$ cat config.mk
export PLATFORM = sky130hd
export DESIGN_NAME = nn_mac_sequencer
export DESIGN_NICKNAME = d
export VERILOG_FILES = /design/src/rtl/nn_mac_sequencer.sv
export SDC_FILE = /design/constraint.sdc
export NUM_CORES = 1
export LEC_CHECK = 0
export ABC_AREA = 1
export CAP_MARGIN = 20
export CELL_PAD_IN_SITES_DETAIL_PLACEMENT = 0
export CELL_PAD_IN_SITES_GLOBAL_PLACEMENT = 1
export CORE_MARGIN = 3
export CORE_UTILIZATION = 40
export CTS_BUF_LIST = sky130_fd_sc_hd__clkbuf_16
export CTS_CLUSTER_SIZE = 12
export DETAILED_ROUTE_END_ITERATION = 8
export HOLD_SLACK_MARGIN = 0.08
export PLACE_DENSITY = 0.78
export SETUP_SLACK_MARGIN = 0.2
export SLEW_MARGIN = 20
export SYNTH_ARGS = -nofsm -noshare
export SYNTH_HDL_FRONTEND = slang
export SYNTH_SLANG_ARGS = --single-unit
$ cat constraint.sdc
create_clock -name clk -period 22.1 [get_ports clk]
set_input_delay 4.42 -clock clk [delete_from_list [all_inputs] [get_ports clk]]
set_output_delay 4.42 -clock clk [all_outputs]
set_load 0.005 [all_outputs]
$ cat src/rtl/nn_mac_sequencer.sv
// Time-multiplexed MAC sequencer for an 8-in / 4-out neural layer.
// Streams weights from a sync ROM, then applies ReLU/scale/saturate and argmax.
module nn_mac_sequencer #(
  parameter int N_IN  = 8,
  parameter int N_OUT = 4,
  parameter int DW    = 8,
  parameter int ACCW  = 20,
  parameter int SHIFT = 4,
  localparam int NW   = N_IN * N_OUT,
  localparam int AW   = $clog2(NW),
  localparam int IW   = $clog2(N_IN),
  localparam int CW   = $clog2(N_OUT)
) (
  input  logic                  clk,
  input  logic                  rst_n,
  input  logic                  start,
  input  logic [N_IN*DW-1:0]    x_flat,
  output logic [AW-1:0]         w_addr,
  input  logic [DW-1:0]         w_data,
  output logic                  busy,
  output logic                  done,
  output logic [N_OUT*DW-1:0]   out_flat,
  output logic [CW-1:0]         class_idx,
  output logic [N_OUT-1:0]      onehot
);

  typedef enum logic [1:0] {
    IDLE,
    MAC,
    PUBLISH
  } state_t;

  localparam logic [AW:0]   LAST_CNT  = (AW+1)'(NW);
  localparam logic [AW-1:0] LAST_ADDR = AW'(NW - 1);
  localparam int PW = 2 * DW + 1;

  state_t                   state_q, state_d;
  logic [AW:0]              cnt_q, cnt_d;
  logic [AW-1:0]            w_addr_q, w_addr_d;
  logic signed [ACCW-1:0]   acc_q, acc_d;
  logic [N_IN*DW-1:0]       x_q, x_d;
  logic [N_OUT-1:0][DW-1:0] r_q, r_d;
  logic [N_OUT-1:0][DW-1:0] out_q, out_d;
  logic [CW-1:0]            cls_q, cls_d;
  logic [N_OUT-1:0]         oh_q, oh_d;
  logic                     done_q, done_d;

  logic [AW:0]              k;
  logic [IW-1:0]            k_i;
  logic [CW-1:0]            k_j;
  logic [DW-1:0]            x_sel;
  logic signed [PW-1:0]     prod;
  logic signed [ACCW-1:0]   sum;
  logic signed [ACCW-1:0]   sh;
  logic [DW-1:0]            act;
  logic [N_OUT-1:0]         best;
  logic [CW-1:0]            win;

  // Weight k reaches w_data two edges after its count, hence the -1 lag.
  always_comb begin
    k     = cnt_q - 1'b1;
    k_i   = k[IW-1:0];
    k_j   = k[AW-1:IW];
    x_sel = x_q[k_i*DW +: DW];
    prod  = $signed({1'b0, x_sel}) * $signed(w_data);
    sum   = acc_q + {{(ACCW-PW){prod[PW-1]}}, prod};
    sh    = sum >>> SHIFT;
    if (sum[ACCW-1]) begin
      act = '0;
    end else if (|sh[ACCW-1:DW]) begin
      act = '1;
    end else begin
      act = sh[DW-1:0];
    end
  end

  always_comb begin
    best = '1;
    for (int j = 0; j < N_OUT; j++) begin
      for (int m = 0; m < N_OUT; m++) begin
        if (m != j && !(r_q[j] > r_q[m])) begin
          best[j] = 1'b0;
        end
      end
    end
    // Anything without a strict winner falls through to the top class.
    win = CW'(N_OUT - 1);
    for (int j = N_OUT - 2; j >= 0; j--) begin
      if (best[j]) begin
        win = CW'(j);
      end
    end
  end

  always_comb begin
    state_d  = state_q;
    cnt_d    = cnt_q;
    w_addr_d = w_addr_q;
    acc_d    = acc_q;
    x_d      = x_q;
    r_d      = r_q;
    out_d    = out_q;
    cls_d    = cls_q;
    oh_d     = oh_q;
    done_d   = 1'b0;
    unique case (state_q)
      IDLE: begin
        if (start) begin
          state_d  = MAC;
          x_d      = x_flat;
          acc_d    = '0;
          cnt_d    = '0;
          w_addr_d = '0;
        end
      end
      MAC: begin
        cnt_d = cnt_q + 1'b1;
        if (w_addr_q != LAST_ADDR) begin
          w_addr_d = w_addr_q + 1'b1;
        end
        if (cnt_q != '0) begin
          acc_d = sum;
          if (k_i == IW'(N_IN - 1)) begin
            acc_d    = '0;
            r_d[k_j] = act;
          end
          if (cnt_q == LAST_CNT) begin
            state_d = PUBLISH;
          end
        end
      end
      PUBLISH: begin
        out_d     = r_q;
        cls_d     = win;
        oh_d      = '0;
        oh_d[win] = 1'b1;
        done_d    = 1'b1;
        state_d   = IDLE;
      end
      default: state_d = IDLE;
    endcase
  end

  always_ff @(posedge clk or negedge rst_n) begin
    if (!rst_n) begin
      state_q  <= IDLE;
      cnt_q    <= '0;
      w_addr_q <= '0;
      acc_q    <= '0;
      x_q      <= '0;
      r_q      <= '0;
      out_q    <= '0;
      cls_q    <= '0;
      oh_q     <= '0;
      done_q   <= 1'b0;
    end else begin
      state_q  <= state_d;
      cnt_q    <= cnt_d;
      w_addr_q <= w_addr_d;
      acc_q    <= acc_d;
      x_q      <= x_d;
      r_q      <= r_d;
      out_q    <= out_d;
      cls_q    <= cls_d;
      oh_q     <= oh_d;
      done_q   <= done_d;
    end
  end

  assign w_addr    = w_addr_q;
  assign busy      = (state_q != IDLE);
  assign done      = done_q;
  assign out_flat  = out_q;
  assign class_idx = cls_q;
  assign onehot    = oh_q;

endmodule

==> impl_metrics.ini <==
[status]
status = finished, final reports clean

[clocking]
clkSinkCount = 168
quantity_of_gates_resized_following_cts = 0
clkTransAtPathRegs_ps = 80
cts_root_buffer = clkbuf_16
clock_tree_from_tritoncts = yes
postCtsHoldBufs = 0
numCtsBuffers = 17
max_buffers_root_to_sink = 2
worstSkewPairLatency_ps = 440
cts_htree_levels = 4
cts.repair_timing.setup_buffer_count = 0

[synth]
synth.top_cells.by_area = dfrtp_1 (36%), nand2_1 (15%), ha_1 (13%)
synth_common_cells = nand2_1 (466), dfrtp_1 (168), inv_1 (159), nor2_1 (128), ha_1 (118)
yosys_top_cell_by_area = dfrtp_1
synth_cells = 1479
synth_fp_nets = 1710
library_cells_used_by_synthesis = 49
warnings_from_yosys = 0
synth_most_common_cell = nand2_1
post_synthesis_register_bit_count = 168
synth-edff-count = 0
synth_area_um2 = 11800
synth_top_flop_cell = dfrtp_1
postSynthAreaPerCell_um2 = 7.98
synthDominantCellAreaShare_pct = 35.6
synth.yosys.seq_area_share_pct = 35.6
asyncSetResetFlopFracSynth_pct = 100

[sta]
fmax_ghz = 0.0969
worst-slew-pin-transition_ps = 972
final_min_period_over_clock_period_pct = 46.7
timing_hold_violations_final = 0
timing.clock.skew_ps = 12.5
max_slew_margin_pct = 35.2
total_neg_setup_slack_ps = 0
finalWorstPathRequiredPeriod_ps = 10320
final-setup-viol-count = 0
timing.final.max_slew_violations = 0
grt_setup_unrepaired = no

[setup_path]
arr_time_crit_path_ps = 10640
critical_path.startpoint_type = primary input
timing.setup.critical_path_class = in2reg
cp_max_stage_delay_ps = 550
endpoint_kind = flop
critPathRequiredTime_ps = 22420
critical-path-slowest-cell = fa_1
crit_fanout = 41
crit_buf_inv = 8
crit_family = adder cells
most_frequent_cp_cell = inv_1

[die]
die-area_um2 = 31600
floorplan.rows = 62
placeableCoreArea_um2 = 28900
initial_utilization_pct = 40.9
die_height_um = 178
fp.dieW_um = 178
top_level_ports = 120

[grt]
globalRoute.totalOverflow = 0
grt_start_max_net_pins = 103
grt_antenna_before_repair = 0
global_route_usage_over_all_layers_pct = 20.3
grt_pass1_wl_um = 50800
first_global_vias = 9761

[detailed_routing]
route.detailed.wl_per_inst_um = 15.8
viasPerCell = 5.04
drtIter0Drc = 662
totalWireLength_um = 31200
dr_total_vias = 9979
detail-route-antenna-nets = 0
count_of_tritonroute_iterations_in_the_first_routing_pass = 5
remaining_drc_errors = 0

[finish]
synthToLayoutAreaGrowth_pct = 18.1
antenna_cells_inserted = 0
layout.nets = 1814
drive_gt1_share_pct = 6.33

[placed_design]
placement.io_buffers = 119
gp_routability_congestion = 0.873
dp_wirelength_um = 23500

[job]
drv_cap = 0

[worst_hold_path]
min_path_type = reg2reg
[layer usage]
metal | part of all wire, % | GRT usage, % | vias up
met4 | 1.8 | 5.14 | 0
met5 | 0 | 0 | -
met3 | 4.3 | 3.74 | 34
met2 | 47 | 33.3 | 208
met1 | 47 | 27.8 | 4756
li1 | - | - | 4981
[worst paths after layout]
| path | startpoint | to | slack [ps] | cells past startpoint |
|---|---|---|---|---|
| max in group asynchronous | rst_n | x_q[47] | 16560 | 2 |
| max reg2reg | cnt_q[0] | r_q[29] | 13250 | 37 |
| min reg2reg | out_flat[20] | out_flat[20] | 470 | 2 |
| min in group asynchronous | rst_n | out_flat[25] | 4110 | 1 |
| min | out_flat[20] | out_flat[20] | 470 | 2 |
| max | w_data[4] | r_q[29] | 11780 | 31 |
[cell usage in the layout, fill, tap and decap left out, types with 16 or more instances in the layout]
cell type and n:
o21ai_0 94, nand2_2 16, dfrtp_1 168, nand3_1 73, ha_1 118, nor2_1 128, fa_1 38, a21oi_1 53
nand2_1 465, clkbuf_16 17, clkdlybuf4s50_1 118, inv_1 158
[flip-flops by register name (all words and copies together), names as in the netlist]
name	count
x_q	64
onehot	4
state_q	2
out_flat	32
r_q	32
acc_q	20
class_idx	2
done	1
cnt_q	6
w_addr	5
[logic make-up (layout without fill, tap and decap cells)]
logic type / after synthesis / after routing / synth area share (%)
xor gates and xnor gates: 23 / 23 / 1.84
AOI/OAI and AO/OA: 190 / 190 / 9.01
adders and majority gates: 156 / 156 / 19.0
buffers and inverters: 211 / 328 / 7.03
DFF: 168 / 168 / 35.6
and+or+nand+nor: 731 / 731 / 27.5
[final cells by class]
type / instances / area (µm²)
well taps: 384 / 480
inverters: 171 / 642
flip-flops and latches: 168 / 4200
clock inverters: 15 / 173
clock buffers: 17 / 425
fillers: 2868 / 14900
repair buffers: 125 / 1240
multi-input cells: 1100 / 6770
[through the flow]
step	utilization [%]	instance area (µm²)	setup WS, ps	hold WS (ps)	std cells
finish	48.3	13900	11780	470	1980
global route	48.3	13900	11310	496	1980
CTS	48.3	13900	11790	477	1980
detailed placement	46.2	13300	11330	459	1948
global placement	46.2	13300	11480	455	1948
floorplan	-	11800	12500	444	1479
[tightest hold or removal path: stages, from the launching register on]
cell     delay (ps)
dfrtp_1         340
nand2_1          50
nand2_1          50
Power is not shown: default switching activity piles up to over one toggle a cycle in this logic, so the estimate is an artifact.
==> RTL edit, RTL diff (same flow settings) <==
Put one more register stage on the output `w_addr`, cleared by the reset. The value now appears one clock later. The other outputs are not delayed to match.
--- a/src/rtl/nn_mac_sequencer.sv
+++ b/src/rtl/nn_mac_sequencer.sv
@@ -167,7 +167,13 @@
     end
   end
 
-  assign w_addr    = w_addr_q;
+  always_ff @(posedge clk or negedge rst_n) begin
+    if (!rst_n) begin
+      w_addr <= '0;
+    end else begin
+      w_addr <= w_addr_q;
+    end
+  end
   assign busy      = (state_q != IDLE);
   assign done      = done_q;
   assign out_flat  = out_q;
Behaviour: not the same (Yosys sat finds a counterexample within 4 cycles, from zero or initial values and one cycle with rst_n low).
==> RTL edit against the original RTL <==
Routed wire length fell by 2.9%. Die area is 0.93% lower. Fmax is 2.2% lower. Setup slack worse by 230 ps. Design area fell by 1.1%. Sequential cell count increased by 5. Area after synthesis decreased by 0.97%. Largest cell class unchanged. Highest routed layer unchanged.
Power is left out: the tool's default activity adds up to more than one toggle a clock period on the data nets, which glitch-free logic cannot reach.
==> RTL edit: results (changes against the original RTL) <==
- Outcome: completed
- CP peak stage delay: 600 ps (+50 ps)
- Cell Area, Placed: 13200 um^2 (-0.87%)
- Signal buffers share of area: 0.0893 (+0.000439)
- Largest net degree at the start of global routing: 87 (-16%)
- DP Wirelength: 22900 um (-2.4%)
- Drt pass-1 iters: 5 (unchanged)
- Post-synth top cells: 475 x nand2_1, 173 x dfrtp_1, 161 x inv_1
- Sequential Area: 4330 um^2 (+3.0%)
- ClkCell Share: 0.0407 (-0.00225)
- Vias: 9875 (-1.0%)
- Routed wl met2: 14300 um (-2.3%)
- Critical Path AT: 10860 ps (+220 ps)
- Synthesized-area fraction occupied by xor and xnor cells: 0.0180 (-0.000357)
- Area of the multi-input gates: 6530 um^2 (-3.5%)
- # fillers: 2825 (-1.5%)
- # H-tree levels: 4 (unchanged)
- WL met3: 1060 um (-21%)
- Drt initial violations: 768 (+16%)
- GP Congestion: 0.883 (+1.1%)
- Compound-gate portion of the synthesized area: 0.0920 (+0.00195)
- Post-synth cell types: 46 (-6.1%)
- First-pass GRT wire length: 50600 um (-0.31%)
- Buffers excl. clock: 124 (-0.80%)
- Worst slew margin: 0.339 (-0.0128)
- FF-to-FF setup slack: 12840 ps (-410 ps)
- Gr usage total: 0.202 (-0.00167)
- Slowest-stage cell, CP: nand2_2
- GR Layer Usage met3: 0.0300 (-0.00741)
- Async SR Flop Fraction: 1.00 (unchanged)
- Area share of fa/ha/maj cells after synthesis: 0.192 (+0.00185)
- Latest clock arrival within the worst-skew pair: 430 ps
- Setup Skew: 14.6 ps (+2.07 ps)
- Wl on met1: 14500 um (-1.8%)
- Met1 usage: 0.279 (+0.000994)
- TritonCTS sink count: 173 (+3.0%)
- Layout cell share with drive strength beyond 1: 0.0432 (-0.0201)
- Total CTS buffers: 17 (unchanged)
- Register area share after synthesis: 0.371 (+0.0142)
- Met2 Use GR: 0.334 (+0.000751)
- Largest cells by area after synthesis: dfrtp_1 37%, nand2_1 15%, ha_1 13%, fa_1 6.5%, inv_1 5.2%
- Net Count, Synth: 1715 (+0.29%)
- Vias in the first global route: 9830 (+0.71%)
- Die width: 177 um (-0.47%)
- Multiplexer area fraction after synthesis: 0 (unchanged)
- Signal inverters: 174 (+1.8%)
- Multi-input gates: 1097 (-0.27%)
- Final net count: 1818 (+0.22%)
- DRT Wirelength: 30300 um (-2.9%)
RTL edit: per-stage QoR:
| step | cells | utilization | hold slack (ps) | worst slack [ps] |
|---|---|---|---|---|
| 3_5_place_dp | 1946 | 0.467 | 360 | 11140 |
| 6_report | 1977 | 0.487 | 373 | 11550 |
| 4_1_cts | 1977 | 0.487 | 376 | 11580 |
| 5_1_grt | 1977 | 0.487 | 399 | 10990 |
| 3_3_place_gp | 1946 | 0.467 | 360 | 11300 |
| 2_1_floorplan | 1484 | - | 354 | 12580 |
RTL edit: path summary, 6_finish.rpt:
check / startpoint / to / depth (start not counted)
setup / recovery: w_data[4] / r_q[30] / 31
min in group asynchronous: rst_n / out_flat[7] / 1
hold reg to reg: w_addr_q[3] / w_addr[3] / 0
hold / removal: w_addr_q[3] / w_addr[3] / 0
setup reg to reg: cnt_q[0] / r_q[30] / 38
max in group asynchronous: rst_n / cnt_q[1] / 2
